### config.mk
export PLATFORM = sky130hd
export DESIGN_NAME = seq_chunk_subtractor_flat
export DESIGN_NICKNAME = d
export VERILOG_FILES = /design/src/rtl/seq_chunk_subtractor_if.sv /design/src/rtl/seq_chunk_subtractor.sv /design/src/flat_wrapper.sv
export SDC_FILE = /design/constraint.sdc
export NUM_CORES = 1
export LEC_CHECK = 0
export CAP_MARGIN = 10
export CORE_MARGIN = 5
export CORE_UTILIZATION = 48
export CTS_BUF_LIST = sky130_fd_sc_hd__clkbuf_16
export CTS_CLUSTER_DIAMETER = 40
export DETAILED_ROUTE_END_ITERATION = 10
export PLACE_DENSITY = 0.77
export SYNTH_ARGS = -nofsm -noshare
export SYNTH_HDL_FRONTEND = slang
export SYNTH_SLANG_ARGS = --single-unit
### constraint.sdc
create_clock -name clk -period 3.41 [get_ports clk]
set_input_delay 1.023 -clock clk [delete_from_list [all_inputs] [get_ports clk]]
set_output_delay 1.023 -clock clk [all_outputs]
set_load 0.02 [all_outputs]
### src/rtl/seq_chunk_subtractor_if.sv
// Handshake and operand/result bundle for seq_chunk_subtractor.
// The master drives the request and operands; the slave returns status and result.
interface seq_chunk_subtractor_if #(
    parameter int unsigned WIDTH = 32
);
    logic             start;
    logic [WIDTH-1:0] a;
    logic [WIDTH-1:0] b;
    logic             bin;
    logic             busy;
    logic             done;
    logic [WIDTH-1:0] diff;
    logic             bout;
    logic             overflow;

    modport master (
        output start, a, b, bin,
        input  busy, done, diff, bout, overflow
    );

    modport slave (
        input  start, a, b, bin,
        output busy, done, diff, bout, overflow
    );
endinterface

### src/rtl/seq_chunk_subtractor.sv
// Multi-cycle signed subtractor: computes a - b - bin one CHUNK-bit slice per cycle,
// LSB slice first, rippling the borrow through a register between slices.
module seq_chunk_subtractor #(
    parameter int unsigned WIDTH = 32,
    parameter int unsigned CHUNK = 8
) (
    input logic                  clk,
    input logic                  rst_n,
    seq_chunk_subtractor_if.slave bus
);
    localparam int unsigned NUM = WIDTH / CHUNK;
    localparam int unsigned CW  = (NUM > 1) ? $clog2(NUM) : 1;
    localparam logic [CW-1:0] LAST = CW'(NUM - 1);

    typedef enum logic [1:0] {StIdle, StRun, StDone} state_e;

    state_e           r_state;
    logic [CW-1:0]    r_cnt;
    logic             r_borrow;
    logic [WIDTH-1:0] r_a;
    logic [WIDTH-1:0] r_b;
    logic [WIDTH-1:0] r_res;
    logic [WIDTH-1:0] r_diff;
    logic             r_bout;
    logic             r_ovf;
    logic             r_busy;
    logic             r_done;

    int unsigned      w_base;
    logic [CHUNK:0]   w_slice;
    logic             w_borrow;
    logic [WIDTH-1:0] w_res;
    logic             w_ovf;

    // Extra top bit of w_slice goes to 1 exactly when the slice needs a borrow.
    always_comb begin
        w_base   = 32'(r_cnt) * CHUNK;
        w_slice  = {1'b0, r_a[w_base +: CHUNK]} - {1'b0, r_b[w_base +: CHUNK]}
                   - {{CHUNK{1'b0}}, r_borrow};
        w_borrow = w_slice[CHUNK];
        w_res    = r_res;
        w_res[w_base +: CHUNK] = w_slice[CHUNK-1:0];
        w_ovf    = (r_a[WIDTH-1] != r_b[WIDTH-1]) && (w_res[WIDTH-1] != r_a[WIDTH-1]);
    end

    always_ff @(posedge clk or negedge rst_n) begin
        if (!rst_n) begin
            r_state  <= StIdle;
            r_cnt    <= '0;
            r_borrow <= 1'b0;
            r_a      <= '0;
            r_b      <= '0;
            r_res    <= '0;
            r_diff   <= '0;
            r_bout   <= 1'b0;
            r_ovf    <= 1'b0;
            r_busy   <= 1'b0;
            r_done   <= 1'b0;
        end else begin
            r_done <= 1'b0;
            case (r_state)
                StIdle, StDone: begin
                    if (bus.start) begin
                        r_a      <= bus.a;
                        r_b      <= bus.b;
                        r_borrow <= bus.bin;
                        r_cnt    <= '0;
                        r_busy   <= 1'b1;
                        r_state  <= StRun;
                    end else begin
                        r_state <= StIdle;
                    end
                end
                StRun: begin
                    r_res    <= w_res;
                    r_borrow <= w_borrow;
                    r_cnt    <= r_cnt + 1'b1;
                    if (r_cnt == LAST) begin
                        r_state <= StDone;
                        r_busy  <= 1'b0;
                        r_done  <= 1'b1;
                        r_diff  <= w_res;
                        r_bout  <= w_borrow;
                        r_ovf   <= w_ovf;
                    end
                end
                default: r_state <= StIdle;
            endcase
        end
    end

    assign bus.busy     = r_busy;
    assign bus.done     = r_done;
    assign bus.diff     = r_diff;
    assign bus.bout     = r_bout;
    assign bus.overflow = r_ovf;
endmodule

### src/flat_wrapper.sv
// flat-port wrapper written by rule: the top's interface ports become plain ports
module seq_chunk_subtractor_flat 
#(
    parameter int unsigned WIDTH = 32,
    parameter int unsigned CHUNK = 8
)
  (clk, rst_n, bus_start, bus_a, bus_b, bus_bin, bus_busy, bus_done, bus_diff, bus_bout, bus_overflow);
  seq_chunk_subtractor_if #(.WIDTH(WIDTH)) bus_i ();
  input logic clk;
  input logic rst_n;
  input wire logic [$bits(bus_i.start)-1:0] bus_start;
  input wire logic [$bits(bus_i.a)-1:0] bus_a;
  input wire logic [$bits(bus_i.b)-1:0] bus_b;
  input wire logic [$bits(bus_i.bin)-1:0] bus_bin;
  output wire logic [$bits(bus_i.busy)-1:0] bus_busy;
  output wire logic [$bits(bus_i.done)-1:0] bus_done;
  output wire logic [$bits(bus_i.diff)-1:0] bus_diff;
  output wire logic [$bits(bus_i.bout)-1:0] bus_bout;
  output wire logic [$bits(bus_i.overflow)-1:0] bus_overflow;
  assign bus_i.start = bus_start;
  assign bus_i.a = bus_a;
  assign bus_i.b = bus_b;
  assign bus_i.bin = bus_bin;
  assign bus_busy = bus_i.busy;
  assign bus_done = bus_i.done;
  assign bus_diff = bus_i.diff;
  assign bus_bout = bus_i.bout;
  assign bus_overflow = bus_i.overflow;
  seq_chunk_subtractor #(.WIDTH(WIDTH), .CHUNK(CHUNK)) u_core (.clk(clk), .rst_n(rst_n), .bus(bus_i));
endmodule
# ---- After elaboration in Yosys (flattened, before gate mapping)
# Cells that the tools add are included.
dict set report totals {
  regBits 137
  wordCells 47
  output_inout_bits 36
  input_bits 68
}
dict set report classes {
  reduce_logical 8
  mux 13
  shifts 4
  eq_ne 7
  n_addsub 4
}
# operator n
set ops {}
lappend ops {{32-bit by 6-bit indexed part select with 8-bit output} 2}
lappend ops {{5-bit negator with 34-bit output} 1}
lappend ops {{8-bit by 34-bit variable shift with 32-bit output (first input constant)} 1}
lappend ops {{8-bit by 34-bit indexed part select with 32-bit output} 1}
lappend ops {{32-bit bitwise mux} 1}
lappend ops {{8-bit by 8-bit subtractor with 9-bit output} 1}
lappend ops {{9-bit by 1-bit subtractor with 9-bit output} 1}
lappend ops {{2-bit case mux with 2 select lines} 2}
lappend ops {{1-bit 2-to-1 mux} 6}
lappend ops {{2-bit AND reduction} 3}
lappend ops {{2-bit == test (second input constant)} 2}
lappend ops {{2-bit 2-to-1 mux} 2}
lappend ops {{1-bit case mux with 2 select lines} 2}
lappend ops {{3-bit AND reduction} 1}
lappend ops {{2-bit by 1-bit adder with 2-bit output (second input constant)} 1}
lappend ops {{2-bit by 1-bit == test with 1-bit output (second input constant)} 1}
lappend ops {{2-bit logical NOT} 1}
lappend ops {{1-bit != test} 2}
lappend ops {{2-bit by 1-bit != test with 1-bit output (second input constant)} 1}
lappend ops {{2-bit != test (second input constant)} 1}
lappend ops {{2-bit nonzero test} 1}
lappend ops {{2-bit OR reduction} 1}
lappend ops {{1-bit logical AND} 1}

# ---- Longest topological paths before layout
dict set report depth {
  depth_word 7
  depth_mapped 13
  depth_no_buf 11
}

# ---- Worst setup path before layout
# No wires, ideal clock.
dict set report synth_path {
  path_kind {register -> register}
  start {reg u_core.r_cnt[0]}
  end {reg u_core.r_bout, in the netlist u_core.bus.bout}
  arrival_ns 3.133
  t_required_ns 3.328
  path_buffers 2
  stages_incl_launch_ff 13
  path_slack_ns 0.195
  period_less_slack_ns 3.215
  path_cell_list {dfrtp_1 buf_6 buf_2 mux4_2 ha_1 inv_1 ha_1 a21boi_0 o21a_1 o21a_1 o31a_1 or3_1 a31oi_1}
}
dict set report synth_between {
  elab_chain_cells 3
}
# item line
set synth_lines {}
lappend synth_lines {{start: declaration} seq_chunk_subtractor.sv:18} ;# logic [CW-1:0] r_cnt;
lappend synth_lines {{start signal: assignment} seq_chunk_subtractor.sv:77} ;# r_cnt <= r_cnt + 1'b1;
lappend synth_lines {{32-bit by 6-bit indexed part select with 8-bit output} seq_chunk_subtractor.sv:38} ;# w_slice = {1'b0, r_a[w_base +: CHUNK]} - {1'b0, r_b[w_base +: CHUNK]}
lappend synth_lines {{8-bit by 8-bit subtractor with 9-bit output} seq_chunk_subtractor.sv:38}
lappend synth_lines {{9-bit by 1-bit subtractor with 9-bit output} seq_chunk_subtractor.sv:39} ;# - {{CHUNK{1'b0}}, r_borrow};
lappend synth_lines {{end signal: assignment} seq_chunk_subtractor.sv:83} ;# r_bout <= w_borrow;
lappend synth_lines {{end: declaration} seq_chunk_subtractor.sv:24} ;# logic r_bout;
# Several ways; a longest one is shown, not always the timed one.
# A chain may end at the register's enable or synchronous reset.

# ---- Final worst setup path
dict set report layout_path {
  start {reg u_core.r_cnt[0]}
  end {reg u_core.r_diff[15], in the netlist u_core.bus.diff[15]}
}
dict set report layout_between {
  elab_chain_cells 5
}
# item line
set layout_lines {}
lappend layout_lines {{32-bit by 6-bit indexed part select with 8-bit output} seq_chunk_subtractor.sv:38}
lappend layout_lines {{8-bit by 8-bit subtractor with 9-bit output} seq_chunk_subtractor.sv:38}
lappend layout_lines {{9-bit by 1-bit subtractor with 9-bit output} seq_chunk_subtractor.sv:39}
lappend layout_lines {{8-bit by 34-bit indexed part select with 32-bit output} seq_chunk_subtractor.sv:42} ;# w_res[w_base +: CHUNK] = w_slice[CHUNK-1:0];
lappend layout_lines {{32-bit bitwise mux} seq_chunk_subtractor.sv:42}
lappend layout_lines {{end signal: assignment} seq_chunk_subtractor.sv:82} ;# r_diff <= w_res;
lappend layout_lines {{end: declaration} seq_chunk_subtractor.sv:23} ;# logic [WIDTH-1:0] r_diff;
# Several ways; a longest one is shown, not always the timed one.

==> flow_summary.toml <==
[floorplanning]
rows = 42
core_area_mm2 = 0.0131
die_y_um = 125
dieArea_mm2 = 0.0156
num_io_pins = 104
die_w_um = 125
start_util_pct = 48.3

[finish]
area_growth_pct = 31.0
nFillCells = 964
layout_commonest_cell = "dfrtp_1"
fin_cells = 800
seq_area_mm2 = 0.00343
antenna_cells = 0
multi_input_area_mm2 = 0.00269
nets = 699
drive_gt1_share_pct = 22.4
mostFrequentLayoutCells = "136 x dfrtp_1, 102 x clkdlybuf4s50_1, 63 x mux2_2, 57 x nor2_1, 33 x inv_1"
final_core_util_pct = 63.3

[sta]
slew_headroom_pct = 26.4
finalCriticalPeriod_ns = 3.27
setup_violations = 0
rsz0062_at_grt = "true"
fin_tns_setup_ns = 0
fin_skew_ns = 0.0103
period_share_pct = 95.9
hold_violations = 0
fin_hold_ws_ns = 0.476
maxSlewViolCount = 0
worst_pin_slew_ns = 1.10
max_clock_freq_ghz = 0.306

[global_route]
gr-total-overflow = 0
grt_pass1_vias = 4682
antenna_found_initial = 0
grt_max_degree = 83
grt_use_total_pct = 20.1
grt_first_pass_wirelength_mm = 24.7

[flow_run]
maxCapViolCount = 0

[setup_path]
reg2reg_to = "u_core.bus.diff[15]$_DFFE_PN0P_"
worstSetupStartpoint = "u_core.r_cnt[0]$_DFFE_PN0P_"
arrival_ns = 3.56
crit_fanout = 16
reg2regPathDepth = 13
startpoint_type = "register"
endpoint_kind = "register"
r2r-start = "u_core.r_cnt[0]$_DFFE_PN0P_"
critical_path_class = "register to register"
r2r_slack_ns = 0.14
cp_data_required_time_ns = 3.71

[hold_path]
worstHoldPathType = "register to register"
min-delay-start = "u_core.bus.busy$_DFFE_PN0P_"
min_path_cells = 1
min_to = "u_core.bus.busy$_DFFE_PN0P_"

[drt]
drt_iter0_markers = 328
ant_nets = 0
routed_wl_mm = 15.0
post_drt_wl_per_cell_um = 18.7
drcViolationCount = 0
first_pass_iters = 5
vias = 4476
detail_route.vias_per_cell = 5.60

[clock_tree]
clk_pin_slew_ns = 0.06
cts.path.max_buffers = 2
postCtsHoldBufs = 0
cts-buffers-inserted = 17
cts_root_buf = "clkbuf_16"
cts_tree = "yes"
clock_latency_ns = 0.42
clock_sinks = 137
cts_max_level = 4

[status]
status = "completed"

[synthesis]
syn_inst = 499
synth_warnings = 0
syn_avg_cell_area_um2 = 12.7
yosysSeqAreaShare_pct = 54.2
ys_ff_latch = 137
synthesis.area_mm2 = 0.00632
synth_nets = 587
ys_types = 48

[place]
dp_hpwl_mm = 10.5
numPortBuffers = 103
dp_cells = 764
gp_congestion = 0.826
==> worst max-delay path, stage by stage, from the launching register on <==
cell and delay [ns]:
dfrtp_1 0.41, buf_12 0.19, buf_4 0.13, mux4_2 0.48, inv_1 0.07, ha_1 0.22
inv_1 0.06, ha_1 0.26, a21oi_1 0.27, o21a_1 0.27, o31ai_4 0.12, xor2_4 0.23
a221oi_1 0.36, nor2_1 0.07
==> area by class of cell <==
type,count,area share (%)
clock buffers,17,5.14
clock inverters,15,2.19
inverters,32,1.45
multi-input cells,303,32.5
flip-flops and latches,137,41.4
well taps,176,2.66
repair buffers,120,14.6
==> state kept, by name, indices dropped and copies added, names as in the netlist, 2 cells and up <==
signal           flops
u_core.r_b          32
u_core.r_a          32
u_core.r_state       2
u_core.r_res        32
u_core.bus.diff     32
u_core.r_cnt         2
==> routing by layer <==
layer	up-vias	share of wire [%]	track usage (%)
met3	22	6.3	5.53
met2	166	48	32.2
met4	0	2.1	7.16
met5	-	0	0
li1	2040	-	-
met1	2248	43	26.4
==> worst max-delay path by stage <==
| stage | end | slack [ns] | cells after the start |
|---|---|---|---|
| 6_report | u_core.bus.diff[15]$_DFFE_PN0P_ | 0.14 | 13 |
| 5_1_grt | u_core.bus.bout$_DFFE_PN0P_ | -0.01 | 11 |
| 4_1_cts | u_core.bus.bout$_DFFE_PN0P_ | 0.16 | 11 |
| 3_3_place_gp | u_core.bus.diff[15]$_DFFE_PN0P_ | 0.27 | 12 |
| 2_1_floorplan | u_core.bus.bout$_DFFE_PN0P_ | 0.19 | 12 |
| 3_5_place_dp | u_core.bus.diff[28]$_DFFE_PN0P_ | 0.19 | 11 |
==> Yosys cell counts (all sizes together) <==
| master | n | area, um^2 |
|---|---|---|
| nand4bb | 1 | 11.3 |
| nor3 | 2 | 10.0 |
| nor2b | 3 | 18.8 |
| a311oi | 1 | 8.76 |
| o21a | 4 | 30.0 |
| o31ai | 4 | 35.0 |
| a21o | 1 | 7.51 |
| and2 | 1 | 6.26 |
| a21oi | 7 | 46.3 |
| nor4 | 2 | 12.5 |
| buf | 11 | 52.6 |
| a22o | 29 | 254 |
| o22a | 1 | 8.76 |
| or3 | 2 | 12.5 |
| a31oi | 3 | 18.8 |
| a22oi | 2 | 15.0 |
| mux2 | 63 | 709 |
| fa | 2 | 40.0 |
| nand3 | 1 | 5.00 |
| dfrtp | 137 | 3430 |
| o21ai | 11 | 58.8 |
| nand2 | 20 | 75.1 |
| nor2 | 58 | 218 |
| o31a | 3 | 26.3 |
| clkbuf | 16 | 60.1 |
| xor2 | 3 | 41.3 |
| o21bai | 1 | 7.51 |
| a32oi | 1 | 8.76 |
| xnor2 | 3 | 33.8 |
| o2111ai | 1 | 8.76 |
| nand2b | 3 | 18.8 |
| inv | 32 | 120 |
| a21boi | 1 | 7.51 |
| and3 | 6 | 37.5 |
| mux4 | 16 | 360 |
| a311o | 1 | 10.0 |
| ha | 18 | 225 |
| a221oi | 25 | 250 |
| nand4 | 2 | 12.5 |
| nor4bb | 1 | 10.0 |
==> per-stage QoR <==
| step | cell area (um^2) | setup WS, ns |
|---|---|---|
| 2_1_floorplan | 6320 | 0.195 |
| 3_3_place_gp | 7600 | 0.267 |
| 3_5_place_dp | 7600 | 0.188 |
| 4_1_cts | 8210 | 0.164 |
| 5_1_grt | 8280 | -0.0112 |
| 6_report | 8280 | 0.141 |
==> kinds of logic (layout without fill, tap and decap cells) <==
kind of cell    count (synthesis)  after routing  synth area share, %
flops                         137            137                 54.2
compound gates                 96             96                 12.7
fa+ha+maj                      20             20                 4.20
simple gates                  102            102                 7.09
buf+inv                        59            184                 3.68
mux                            79             79                 16.9
xor+xnor                        6              6                 1.19
==> timing repair <==
| item | CTS | global route |
|---|---|---|
| endpoints found under the setup margin | 0 | 10 |
| setup buffers | 0 | 4 |
| resized for setup | 0 | 5 |
Power is left out: the tool's default activity adds up to more than one toggle a clock period on the data nets, which glitch-free logic cannot reach.
